File: config.mk
export PLATFORM = sky130hd
export DESIGN_NAME = apb_fsm_controller
export DESIGN_NICKNAME = d
export VERILOG_FILES = /design/src/rtl/apb_fsm_controller.sv
export SDC_FILE = /design/constraint.sdc
export NUM_CORES = 1
export LEC_CHECK = 0
export CAP_MARGIN = 5
export CELL_PAD_IN_SITES_DETAIL_PLACEMENT = 1
export CELL_PAD_IN_SITES_GLOBAL_PLACEMENT = 1
export CORE_ASPECT_RATIO = 1.4
export CORE_UTILIZATION = 36
export DETAILED_ROUTE_END_ITERATION = 8
export GPL_TIMING_DRIVEN = 0
export MAX_ROUTING_LAYER = met4
export PLACE_DENSITY = 0.87
export SYNTH_ARGS = -nofsm -noshare
export SYNTH_HDL_FRONTEND = slang
export SYNTH_SLANG_ARGS = --single-unit
File: constraint.sdc
create_clock -name Hclk -period 3.9 [get_ports Hclk]
set_input_delay 0.78 -clock Hclk [delete_from_list [all_inputs] [get_ports Hclk]]
set_output_delay 0.78 -clock Hclk [all_outputs]
set_load 0.02 [all_outputs]
File: src/rtl/apb_fsm_controller.sv
// apb_fsm_controller: AHB-to-APB sequencing FSM mapping each AHB transfer to one APB setup/enable transfer.
// Optional APB_PREADY_EN adds a Pready input that stretches the enable phase.
module apb_fsm_controller #(
  parameter int ADDR_W = 32,
  parameter int DATA_W = 32
) (
  input  logic              Hclk,
  input  logic              Hreset,
  input  logic              valid,
  input  logic              Hwrite,
  input  logic [ADDR_W-1:0] Haddr,
  input  logic [DATA_W-1:0] Hwdata,
  input  logic [2:0]        tsel,
`ifdef APB_PREADY_EN
  input  logic              Pready,
`endif
  output logic [ADDR_W-1:0] Paddr,
  output logic [DATA_W-1:0] Pwdata,
  output logic [2:0]        Psel,
  output logic              Pwrite,
  output logic              Penable,
  output logic              Hreadyout
);
  typedef enum logic [2:0] {IDLE, WWAIT, READ, WRITE, RENABLE, WENABLE} state_t;
  state_t r_state, w_next;
  logic [ADDR_W-1:0] r_paddr, w_paddr, r_addr_q, w_addr_q;
  logic [DATA_W-1:0] r_pwdata, w_pwdata;
  logic [2:0]        r_psel, w_psel, r_sel_q, w_sel_q;
  logic              r_pwrite, w_pwrite, r_penable, w_penable;
  logic              w_en, w_done, w_accept;
  assign w_en = (r_state == RENABLE) || (r_state == WENABLE);
`ifdef APB_PREADY_EN
  assign w_done = Pready || (r_psel == 3'b000);
`else
  assign w_done = 1'b1;
`endif
  assign Hreadyout = (r_state == IDLE) || (w_en && w_done);
  assign w_accept  = Hreadyout && valid;
  always_ff @(posedge Hclk) begin
    if (Hreset) begin
      r_state   <= IDLE;
      r_paddr   <= '0;
      r_pwdata  <= '0;
      r_psel    <= '0;
      r_pwrite  <= 1'b0;
      r_penable <= 1'b0;
      r_addr_q  <= '0;
      r_sel_q   <= '0;
    end else begin
      r_state   <= w_next;
      r_paddr   <= w_paddr;
      r_pwdata  <= w_pwdata;
      r_psel    <= w_psel;
      r_pwrite  <= w_pwrite;
      r_penable <= w_penable;
      r_addr_q  <= w_addr_q;
      r_sel_q   <= w_sel_q;
    end
  end
  always_comb begin
    w_next = w_accept ? (Hwrite ? WWAIT : READ) :
             (r_state == WWAIT) ? WRITE :
             (r_state == READ)  ? RENABLE :
             (r_state == WRITE) ? WENABLE :
             (w_en && w_done)   ? IDLE : r_state;
  end
  // Writes park the address in addr_q/sel_q for one cycle so Hwdata can be captured alongside.
  always_comb begin
    w_paddr   = r_paddr;
    w_pwdata  = r_pwdata;
    w_psel    = r_psel;
    w_pwrite  = r_pwrite;
    w_penable = r_penable;
    w_addr_q  = w_accept ? Haddr : r_addr_q;
    w_sel_q   = w_accept ? tsel : r_sel_q;
    if (w_accept) begin
      w_psel    = Hwrite ? 3'b000 : tsel;
      w_penable = 1'b0;
      w_paddr   = Hwrite ? r_paddr : Haddr;
      w_pwrite  = Hwrite ? r_pwrite : 1'b0;
    end else if (r_state == WWAIT) begin
      w_paddr  = r_addr_q;
      w_psel   = r_sel_q;
      w_pwrite = 1'b1;
      w_pwdata = Hwdata;
    end else if (r_state == READ || r_state == WRITE) begin
      w_penable = 1'b1;
    end else if (w_en && w_done) begin
      w_psel    = 3'b000;
      w_penable = 1'b0;
    end
  end
  assign Paddr   = r_paddr;
  assign Pwdata  = r_pwdata;
  assign Psel    = r_psel;
  assign Pwrite  = r_pwrite;
  assign Penable = r_penable;
endmodule
==> results of run 1 <==
## how the worst max path moves through the flow
stage	start	to
finish	r_state[1]	Hreadyout
global route	r_state[1]	Hreadyout
CTS	r_state[1]	Hreadyout
detailed placement	valid	Paddr[4]
global placement	valid	Paddr[9]
floorplan	Hreset	Pwdata[29]
## power by group
part | switching [mW] | internal [mW] | total (mW)
registers | 0.0579 | 1.21 | 1.27
logic | 0.464 | 0.364 | 0.828
clock network | 0.430 | 0.502 | 0.932
total | 0.952 | 2.07 | 3.03
## layout make-up
| type | count | area, sq um | share of cell area, % |
|---|---|---|---|
| multi-input combinational | 305 | 1770 | 28.9 |
| timing repair buffer | 139 | 1390 | 22.7 |
| clock inverter | 7 | 76.3 | 1.25 |
| inverter | 35 | 131 | 2.15 |
| tap | 144 | 180 | 2.94 |
| buffer | 39 | 205 | 3.35 |
| clock buffer | 9 | 225 | 3.68 |
| sequential | 107 | 2140 | 35.0 |
## sequential cells by signal, indices dropped and copies added, names as in the netlist
signal    flops
Pwdata       32
Paddr        32
r_sel_q       3
r_addr_q     32
Pwrite        1
Psel          3
Penable       1
r_state       3
## logic make-up (layout without fill, tap and decap cells)
logic type | count (synthesis) | in the layout | synth area share, %
AO/OA/AOI/OAI | 151 | 151 | 26.4
adder cells (fa/ha/maj) | 3 | 3 | 0.884
buffers and inverters | 74 | 229 | 7.93
flip-flops | 107 | 107 | 50.5
multiplexers | 1 | 1 | 0.236
AND/OR/NAND/NOR | 150 | 150 | 14.1
## cells in the final DEF, fill, tap and decap left out, drive strengths merged, types with 4 or more instances in the layout
cell type | netlist | routed
clkdlybuf4s50 | 0 | 139
nand2 | 137 | 137
dfxtp | 107 | 107
a21oi | 107 | 107
inv | 35 | 36
a221oi | 32 | 32
clkbuf | 16 | 25
buf | 23 | 23
a32oi | 4 | 4
## routing by layer
metal	part of all wire, %	GRT usage (%)
met4	1.5	8.51
met5	0	-
met1	39	23.8
met3	5.2	5.09
met2	55	43.1
## worst max-delay path, delay by kind of cell (launching register included)
kind	cells	cell delay, ns
AO/OA/AOI/OAI	1	0.24
flip-flops	1	0.50
buffers and inverters	3	0.83
adder cells (fa/ha/maj)	1	0.20
## cell usage after synthesis
library cell	instances	area, sq um
a21oi_1	106	531
or2_2	2	12.5
buf_2	14	70.1
and3_1	1	6.26
buf_4	7	52.6
nor3_1	1	5.00
and2b_1	1	7.51
dfxtp_1	107	2140
a221oi_2	32	480
nand3_1	2	10.0
o21bai_2	1	11.3
a211oi_1	3	22.5
nand2_1	137	514
inv_1	35	131
buf_6	2	22.5
ha_1	3	37.5
o41ai_1	1	8.76
a21oi_2	1	8.76
nand2b_1	2	12.5
nor2_1	2	7.51
a21bo_2	1	10.0
and2_1	1	6.26
nor4b_2	1	15.0
o21bai_1	2	15.0
clkbuf_1	16	60.1
a32oi_1	4	35.0
mux2i_1	1	10.0
## stage by stage
stage	setup WS (ns)	instances	power [mW]	util [%]
after global routing	0.867	785	3.18	53.7
after CTS	0.977	785	3.05	53.7
after floorplan	2.03	486	1.76	-
final	0.990	785	3.03	53.7
after global placement	1.19	769	2.08	51.0
after detailed placement	1.13	769	2.12	51.0
==> results.cfg, run 1 <==
[floorplan]
start_util_pct = 37.3
num_io_pins = 141
die-area_sq_um = 12200
fp.dieW_microns = 93.8
coreArea_sq_um = 11400
die_height_microns = 130
num_rows = 46

[detailed_routing]
via_per_inst = 5.15
routed_wl_mm = 13.1
final_antenna_net_count = 0
vias = 4044
drc = 0
drtPass1Iterations = 4
drtIter0Drc = 80
route.detailed.wl_per_inst_microns = 16.7

[global_routing]
grt.total_usage_pct = 23.3
grt_pass1_wl_mm = 21.4
grt_max_degree = 19
overflow = 0
antenna_found_initial = 0
grt_pass1_vias = 4445

[synthesis]
syn_nets = 560
synth_area_sq_um = 4250
synthDistinctLibCells = 27
synthCells = 486
yosysSeqAreaShare_pct = 50.5
synth_seq_cells = 107
yosysWarnings = 0
post_synth.cell_area_avg_sq_um = 8.74

[placed_design]
hpwl_mm = 9.75
dpl_cell_area_sq_um = 5820
numPortBuffers = 139
place_congestion = 0.768

[sta]
finalCritPeriodShare_pct = 74.6
slew_violations = 0
max_freq_mhz = 344
fin_crit_ns = 2.91
worstMarginPinSlew_ns = 0.774
hold-worst-slack_ns = 0.458
relSlewSlack_pct = 48.4
setup_viol = 0
fin_tns_setup_ns = 0
rsz0062_at_grt = false
skew_ns = 0.00920
hold_violations = 0

[pwr]
ir_drop_mv = 0.241
p_per_area_nw_per_um2 = 495
cellLeakagePower_nw = 2.18

[clock_tree]
cts_buffers = 9
cts.sinks = 107
cts_tree = yes
ctsHoldBuffers = 0
clk_pin_slew_worst_paths_ns = 0.07
ctsRootBufferMaster = clkbuf_16
clockBufferDepth = 2
cts_resized = 0
clk_latency_ns = 0.36
htree_levels = 3
postCtsSetupBuffers = 0

[critical_path]
arrival_ns = 2.13
critical_path_class = register to output port
reg2regPathDepth = 8
cp-start-kind = register
r2r_end = Paddr[7]
critPathMaxFanout = 8
slowest_delay_ns = 0.58
required_ns = 3.12
worst_r2r_startpoint = r_state[1]
cpMaxStageDelayCell = clkdlybuf4s50_1
worstPathCellList = inv_1 > ha_1 > buf_2 > o21bai_2 > clkdlybuf4s50_1
r2r_slack_ns = 1.65
critPathCaptureType = output port

[layout]
final_layout_size_suffix_gt1_share_pct = 12.0
area_growth_pct = 44.1
final_nets = 710
diodes = 0
fin_area_sq_um = 6120
nFillCells = 1345

[min_path]
hold_path_class = register to register
hold_path_depth = 2
holdPathEnd = Pwdata[28]
worstHoldStart = Pwdata[28]

[run_status]
outcome = finished, final reports clean

[run]
maxCapViolations = 0
Power figures use the tool's default switching activity.
==> inputs of run 2 (changes only) <==
--- a/config.mk
+++ b/config.mk
@@ -9,11 +9,11 @@
 export CELL_PAD_IN_SITES_DETAIL_PLACEMENT = 1
 export CELL_PAD_IN_SITES_GLOBAL_PLACEMENT = 1
 export CORE_ASPECT_RATIO = 1.4
-export CORE_UTILIZATION = 36
+export CORE_UTILIZATION = 33
 export DETAILED_ROUTE_END_ITERATION = 8
 export GPL_TIMING_DRIVEN = 0
 export MAX_ROUTING_LAYER = met4
-export PLACE_DENSITY = 0.87
+export PLACE_DENSITY = 0.81
 export SYNTH_ARGS = -nofsm -noshare
 export SYNTH_HDL_FRONTEND = slang
 export SYNTH_SLANG_ARGS = --single-unit
==> constraint.sdc (replaced) <==
create_clock -name Hclk -period 2.9 [get_ports Hclk]
set_input_delay 0.58 -clock Hclk [delete_from_list [all_inputs] [get_ports Hclk]]
set_output_delay 0.58 -clock Hclk [all_outputs]
set_load 0.02 [all_outputs]
==> results.cfg, run 2 (synthesis results as in run 1) <==
[run_status]
outcome = finished, violations left
violations = design-rule violations

[clock_tree]
clockBufferDepth = 2
cts.sinks = 107
clk_pin_slew_worst_paths_ns = 0.07
htree_levels = 3
cts_tree = yes
cts_buffers = 9
cts_resized = 0
clk_latency_ns = 0.35
ctsRootBufferMaster = clkbuf_16
ctsHoldBuffers = 0
postCtsSetupBuffers = 0

[layout]
mostFrequentLayoutCells = 139 x clkdlybuf4s50_1, 137 x nand2_1, 107 x dfxtp_1
final_layout_size_suffix_gt1_share_pct = 11.9
final_cells = 791
final_common_cell = clkdlybuf4s50_1
diodes = 0
area_growth_pct = 44.4
final_nets = 710
nFillCells = 1436

[detailed_routing]
drtPass1Iterations = 6
routed_wl_mm = 12.8
drtIter0Drc = 111
vias = 3978
drc = 16
final_antenna_net_count = 0
via_per_inst = 5.03
route.detailed.wl_per_inst_microns = 16.2

[floorplan]
num_io_pins = 141
num_rows = 48
start_util_pct = 34.1
die-area_sq_um = 13300
fp.dieW_microns = 97.9
coreArea_sq_um = 12400
die_height_microns = 136

[sta]
max_freq_mhz = 371
rsz0062_at_grt = false
fin_tns_setup_ns = 0
hold_violations = 0
fin_crit_ns = 2.70
skew_ns = 0.00808
relSlewSlack_pct = 50.5
setup_viol = 0
fin_ws_ns = 0.204
finalCritPeriodShare_pct = 93.0
slew_violations = 0
worstMarginPinSlew_ns = 0.742

[placed_design]
place_congestion = 0.746
hpwl_mm = 9.64
numPortBuffers = 139
post-place-cells = 775
place_ws_ns = 0.350

[global_routing]
grt_max_degree = 18
grt_pass1_vias = 4378
antenna_found_initial = 0
overflow = 0
grt_pass1_wl_mm = 21.0
grt.total_usage_pct = 20.4

[pwr]
ir_drop_mv = 0.274
p_per_area_nw_per_um2 = 663
cellLeakagePower_nw = 2.18

[critical_path]
critPathMaxFanout = 8
required_ns = 2.32
critical_path_class = register to output port
arrival_ns = 2.12
critPathCaptureType = output port
cp-start-kind = register

[run]
maxCapViolations = 0

[min_path]
hold_path_class = register to register
run 2: worst max-delay path: stages, from the launching register on:
cell and delay [ns]:
dfxtp_1 0.49, inv_1 0.10, ha_1 0.20, buf_2 0.16, o21bai_2 0.25, clkdlybuf4s50_1 0.57
run 2: cell type report:
cell class	count	area, sq um	share of cell area (%)
clock buffers	11	243	3.96
flip-flops and latches	107	2140	35.0
repair buffers	139	1390	22.7
multi-input cells	305	1770	28.8
well taps	150	188	3.06
clock inverters	5	61.3	1.00
inverters	35	131	2.14
plain buffers	39	205	3.35
run 2: layer usage:
metal	vias up	global-route usage (%)	part of all wire (%)
met2	116	37.7	52
met5	-	-	0
met4	0	7.66	1.5
met1	1897	21.4	41
li1	1948	-	-
met3	17	3.96	5.4
run 2: stage by stage:
step	util, %	cell area [sq um]	hold WS, ns	total power [mW]
after floorplan	-	4250	0.436	2.37
after global placement	46.8	5820	0.442	2.81
after detailed placement	46.8	5820	0.450	2.85
after CTS	49.3	6130	0.465	4.11
after global routing	49.3	6130	0.482	4.26
final	49.3	6130	0.460	4.06
run 2: final timing paths:
check | start | endpoint | slack [ns] | depth (start not counted)
hold reg to reg | Pwdata[8] | Pwdata[8] | 0.46 | 2
hold / removal | Pwdata[8] | Pwdata[8] | 0.46 | 2
setup reg to reg | r_state[1] | Paddr[7] | 0.66 | 8
setup / recovery | r_state[1] | Hreadyout | 0.20 | 5
run 2: power breakdown:
| part | switching [mW] | internal (mW) | total, mW |
|---|---|---|---|
| Sequential | 0.0757 | 1.63 | 1.70 |
| Combinational | 0.621 | 0.489 | 1.11 |
| Clock | 0.556 | 0.697 | 1.25 |
| Total | 1.25 | 2.81 | 4.06 |
==> edit 1, RTL diff (config.mk and constraints of run 2) <==
`r_paddr` no longer has a reset.
--- a/src/rtl/apb_fsm_controller.sv
+++ b/src/rtl/apb_fsm_controller.sv
@@ -39,7 +39,6 @@
   always_ff @(posedge Hclk) begin
     if (Hreset) begin
       r_state   <= IDLE;
-      r_paddr   <= '0;
       r_pwdata  <= '0;
       r_psel    <= '0;
       r_pwrite  <= 1'b0;
@@ -48,7 +47,6 @@
       r_sel_q   <= '0;
     end else begin
       r_state   <= w_next;
-      r_paddr   <= w_paddr;
       r_pwdata  <= w_pwdata;
       r_psel    <= w_psel;
       r_pwrite  <= w_pwrite;
@@ -56,6 +54,10 @@
       r_addr_q  <= w_addr_q;
       r_sel_q   <= w_sel_q;
     end
+  end
+
+  always_ff @(posedge Hclk) begin
+    r_paddr <= w_paddr;
   end
   always_comb begin
     w_next = w_accept ? (Hwrite ? WWAIT : READ) :
Check against the original RTL: not equivalent (a bounded check fails within 4 cycles, from zero or initial values and one cycle with Hreset high).
==> edit 1 against run 2 <==
  * Cell count down 19%
  * Clock skew barely moved
  * Worst hold slack got worse by 0.0058 ns
  * Total power decreased by 8.0%
  * Non-clock buffer count decreased by 19
  * Cell area shrank 4.5%
  * Core utilization grew 0.46 points
  * Area after synthesis down 6.6%
  * Routed wire length down 22%
  * Setup slack got worse by 0.078 ns
  * Die area shrank 6.5%
  * Global-route usage shrank 3.3 points
  * Synthesized cell count is 30% lower
  * Sequential cell count did not move
==> edit 1: results (changes against run 2) <==
| Metric | Value |
|---|---|
| Final WL | 9.97 mm (-22%) |
| Layout cell share with drive strength beyond 1 | 12.9% (+1.1 points) |
| R2r setup slk | 0.30 ns (-0.36 ns) |
| Hold Slack | 0.455 ns (-0.00583 ns) |
| Max FO, Critical Path | 10 (+2) |
| Clk_skew | 0.00785 ns (-0.000236 ns) |
| Number of synthesized flops with an enable pin | 32 (+32) |
| Synth top area cells | dfxtp_1, edfxtp_1, mux2_4, nand2_1, a21oi_1 |
| CTS Buffer Depth | 2 (unchanged) |
| Vias in the first global route | 3334 (-24%) |
| GRT Overall Usage | 17.2% (-3.3 points) |
| Leakage | 2.20 nW (+0.84%) |
| M2 GR Usage | 31.6% (-6.1 points) |
| Multiplexer share of the synthesized area | 11.7% (+11 points) |
| Vias per inst | 4.66 (-7.4%) |
| First-pass GRT wire length | 16.0 mm (-24%) |
| DP Wirelength | 7.49 mm (-22%) |
| TritonRoute pass-1 iters | 4 (-2) |
| Largest net degree at the start of global routing | 23 (+5) |
| Synth Area in Compound Gates | 7.86% (-19 points) |
| Worst slew pin tran | 0.594 ns (-0.148 ns) |
| Adder-cell share of the synthesized area | 0.947% (+0.063 points) |
| Run status | finished clean |
| Post-synthesis net count | 414 (-26%) |
| Max VDD drop | 0.309 mV (+13%) |
| GPL Wtd Cong | 0.709 (-5.0%) |
| Register area share after synthesis | 62.1% (+12 points) |
| Grt met3 use | 4.34% (+0.38 points) |
| CTS buffer count | 9 (unchanged) |
| CP arrival | 2.19 ns (+0.07 ns) |
| Worst r2r dst | Paddr[12] |
| Nets | 565 (-20%) |
| Met1 GRT Util | 17.3% (-4.1 points) |
## edit 1: cell type report
cell class | count | area (sq um)
fillers | 1279 | 5910
flip-flops and latches | 107 | 2460
repair buffers | 140 | 1420
multi-input cells | 211 | 1390
clock buffers | 9 | 225
well taps | 147 | 184
plain buffers | 19 | 104
clock inverters | 6 | 60.1
inverters | 3 | 11.3
## edit 1: worst max-delay path, delay by kind of cell, from the launching register on
family                     cells  cell delay (ns)
DFF                            1             0.49
adders and majority gates      1             0.24
and+or+nand+nor                1             0.30
buffers and inverters          3             0.82
## edit 1: cells by family (layout without fill, tap and decap cells)
kind of cell	count (synthesis)	after routing
and+or+nand+nor	121	121
adders and majority gates	3	3
buffers and inverters	22	177
muxes	33	33
DFF	107	107
AOI/OAI and AO/OA	54	54
## edit 1: how the worst min path moves through the flow
stage,startpoint,end
2_1_floorplan,r_sel_q[0],r_sel_q[0]
3_3_place_gp,r_sel_q[1],r_sel_q[1]
3_5_place_dp,Pwdata[19],Pwdata[19]
4_1_cts,Pwdata[22],Pwdata[22]
5_1_grt,Pwdata[19],Pwdata[19]
6_report,Pwdata[30],Pwdata[30]
## edit 1: through the flow
| stage | std cells | setup slack, ns |
|---|---|---|
| after floorplan | 340 | 0.465 |
| after global placement | 626 | -0.336 |
| after detailed placement | 627 | 0.103 |
| after CTS | 642 | 0.0883 |
| after global routing | 642 | 0.0465 |
| final | 642 | 0.126 |
## edit 1: power breakdown
| group | total [mW] | internal (mW) | switching (mW) |
|---|---|---|---|
| registers | 1.76 | 1.71 | 0.0537 |
| clock network | 1.16 | 0.598 | 0.560 |
| logic | 0.823 | 0.436 | 0.388 |
## edit 1: metal layers
metal / share of wire (%) / wire length (um)
met1: 39 / 3850
met2: 54 / 5410
met3: 6.0 / 599
met4: 1.1 / 112
met5: 0 / 0
==> edit 2, RTL diff (settings of run 2) <==
Made on the original files. Set the parameter `DATA_W` to 16 (it was 32).
--- a/src/rtl/apb_fsm_controller.sv
+++ b/src/rtl/apb_fsm_controller.sv
@@ -2,7 +2,7 @@
 // Optional APB_PREADY_EN adds a Pready input that stretches the enable phase.
 module apb_fsm_controller #(
   parameter int ADDR_W = 32,
-  parameter int DATA_W = 32
+  parameter int DATA_W = 16
 ) (
   input  logic              Hclk,
   input  logic              Hreset,
Interface: changed (resized Hwdata and Pwdata); port bits go from 141 to 109. The function was not compared with the original's and may differ.
==> edit 2 against run 2 <==
  * Routed wire length fell by 18%
  * Largest power group unchanged
  * First-iteration DRC count fell by 36%
  * Area after synthesis fell by 13%
  * Non-clock buffer count fell by 38
  * Sequential cell count fell by 16
  * Setup slack got worse by 0.0094 ns
  * Cell area fell by 14%
  * Total power fell by 10%
  * Largest cell class unchanged
==> edit 2: results (changes against run 2) <==
| Metric | Value |
|---|---|
| Run status | finished clean |
| Initial antenna violation count | 0 (unchanged) |
| Register area share after synthesis | 49.3% (-1.2 points) |
| Avg Synthesized Cell Area | 8.89 sq um (+1.7%) |
| Number of synthesized flops with an enable pin | 0 (unchanged) |
| Critical path startpoint | r_state[1] |
| Vias in the first global route | 3592 (-18%) |
| Worst slew pin tran | 0.745 ns (+0.00352 ns) |
| Synth top area cells | dfxtp_1, a221oi_2, a21oi_1, nand2_1, inv_1 |
| GPL Wtd Cong | 0.763 (+2.2%) |
| CP endpoint | Hreadyout |
| Worst Hold Depth | 2 (unchanged) |
| Vias per inst | 5.01 (-0.29%) |
| Worst R2R Path Depth | 9 (+1) |
| Delay-heaviest family, CP | buffers and inverters |
| CP arrival | 2.13 ns |
| CTS buffer count | 9 (unchanged) |
| Ys Warns | 0 (unchanged) |
| Worst skew pair latency | 0.33 ns (-0.02 ns) |
| Worst r2r dst | Paddr[30] |
| Nets | 592 (-17%) |
| CP max stage cell | clkdlybuf4s50_1 |
| Clk_skew | 0.00892 ns (+0.000835 ns) |
| HP Class | reg2reg |
| CP max stage delay | 0.59 ns (+0.02 ns) |
| Non-filler cells, final | 680 (-14%) |
| Inst Count DP | 664 (-14%) |
| Clock-pin slew on the worst setup and hold paths | 0.07 ns (about the same) |
| Root Buffer | clkbuf_16 |
| TritonRoute pass-1 iters | 4 (-2) |
| Post-synthesis net count | 474 (-15%) |
| Hold Startpoint | r_sel_q[0] |
| DP Wirelength | 7.77 mm (-19%) |
| Worst Hold End | r_sel_q[0] |
| Max FO, Critical Path | 8 (unchanged) |
| Max VDD drop | 0.337 mV (+23%) |
| Layout cell share with drive strength beyond 1 | 13.9% (+2.1 points) |
| CTS HTree Levels | 3 (unchanged) |
| Leakage | 1.88 nW (-14%) |
| Post-DR wirelength/cell | 15.4 um (-4.7%) |
| Most common library cells after synthesis | nand2_1, dfxtp_1, a21oi_1, inv_1, a221oi_2 |
| R2r setup slk | 0.72 ns (+0.06 ns) |
| Largest net degree at the start of global routing | 16 (-2) |
| Diodes inserted | 0 (unchanged) |
| Post-CTS setup buffers | 0 (unchanged) |
| First-pass GRT wire length | 17.3 mm (-18%) |
| Synth cell types | 26 (-3.7%) |
| CTS-repair resized insts | 0 (unchanged) |
| Initial drt markers | 71 (-36%) |
| Placed Area | 4940 sq um (-15%) |
| Post-synth top flop | dfxtp_1 |
| Post-synth ARST share | 0% (unchanged) |
| Input/output buffers | 107 (-23%) |
| Global route overflow | 0 (unchanged) |
| CTS Buffer Depth | 2 (unchanged) |
| GRT Overall Usage | 19.4% (-0.99 points) |
edit 2: cell types whose count changed after synthesis, sizes merged:
| cell | change |
|---|---|
| a21oi | -16 |
| buf | -1 |
| clkbuf | -5 |
| dfxtp | -16 |
| nand2 | -32 |
edit 2: cells by family (layout without fill, tap and decap cells):
group | after synthesis | in the layout | synth area share [%]
DFF | 91 | 91 | 49.3
adders and majority gates | 3 | 3 | 1.02
muxes | 1 | 1 | 0.271
buffers and inverters | 68 | 191 | 8.46
and+or+nand+nor | 118 | 118 | 12.9
AOI/OAI and AO/OA | 135 | 135 | 28.1
edit 2: power breakdown:
group          internal (mW)  switching (mW)
combinational          0.434           0.550
clock                  0.716           0.487
sequential              1.39          0.0699
total                   2.54            1.11
edit 2: worst reg2reg max path: stages, from the launching register on:
cell,delay [ns]
dfxtp_1,0.49
inv_1,0.10
ha_1,0.20
buf_2,0.16
o21bai_1,0.17
a32oi_1,0.21
buf_4,0.22
buf_6,0.18
a21oi_1,0.08
a221oi_2,0.28
edit 2: area by class of cell:
class	count	area, sq um
well taps	141	176
plain buffers	33	181
multi-input cells	257	1560
repair buffers	107	1070
fillers	1278	5610
inverters	35	131
clock inverters	5	61.3
flip-flops and latches	91	1820
clock buffers	11	253
edit 2: metrics by stage:
stage,setup slack (ns),hold slack (ns),utilization (%)
5_1_grt,0.0787,0.482,48.4
6_report,0.195,0.457,48.4
3_3_place_gp,0.452,0.443,45.5
2_1_floorplan,1.07,0.436,-
4_1_cts,0.181,0.461,48.4
3_5_place_dp,0.400,0.451,45.5
edit 2: routing by layer:
layer | wire, um | global-route usage [%]
met1 | 4360 | 20.9
met2 | 5510 | 35.4
met3 | 384 | 2.98
met4 | 242 | 7.75
met5 | 0 | -
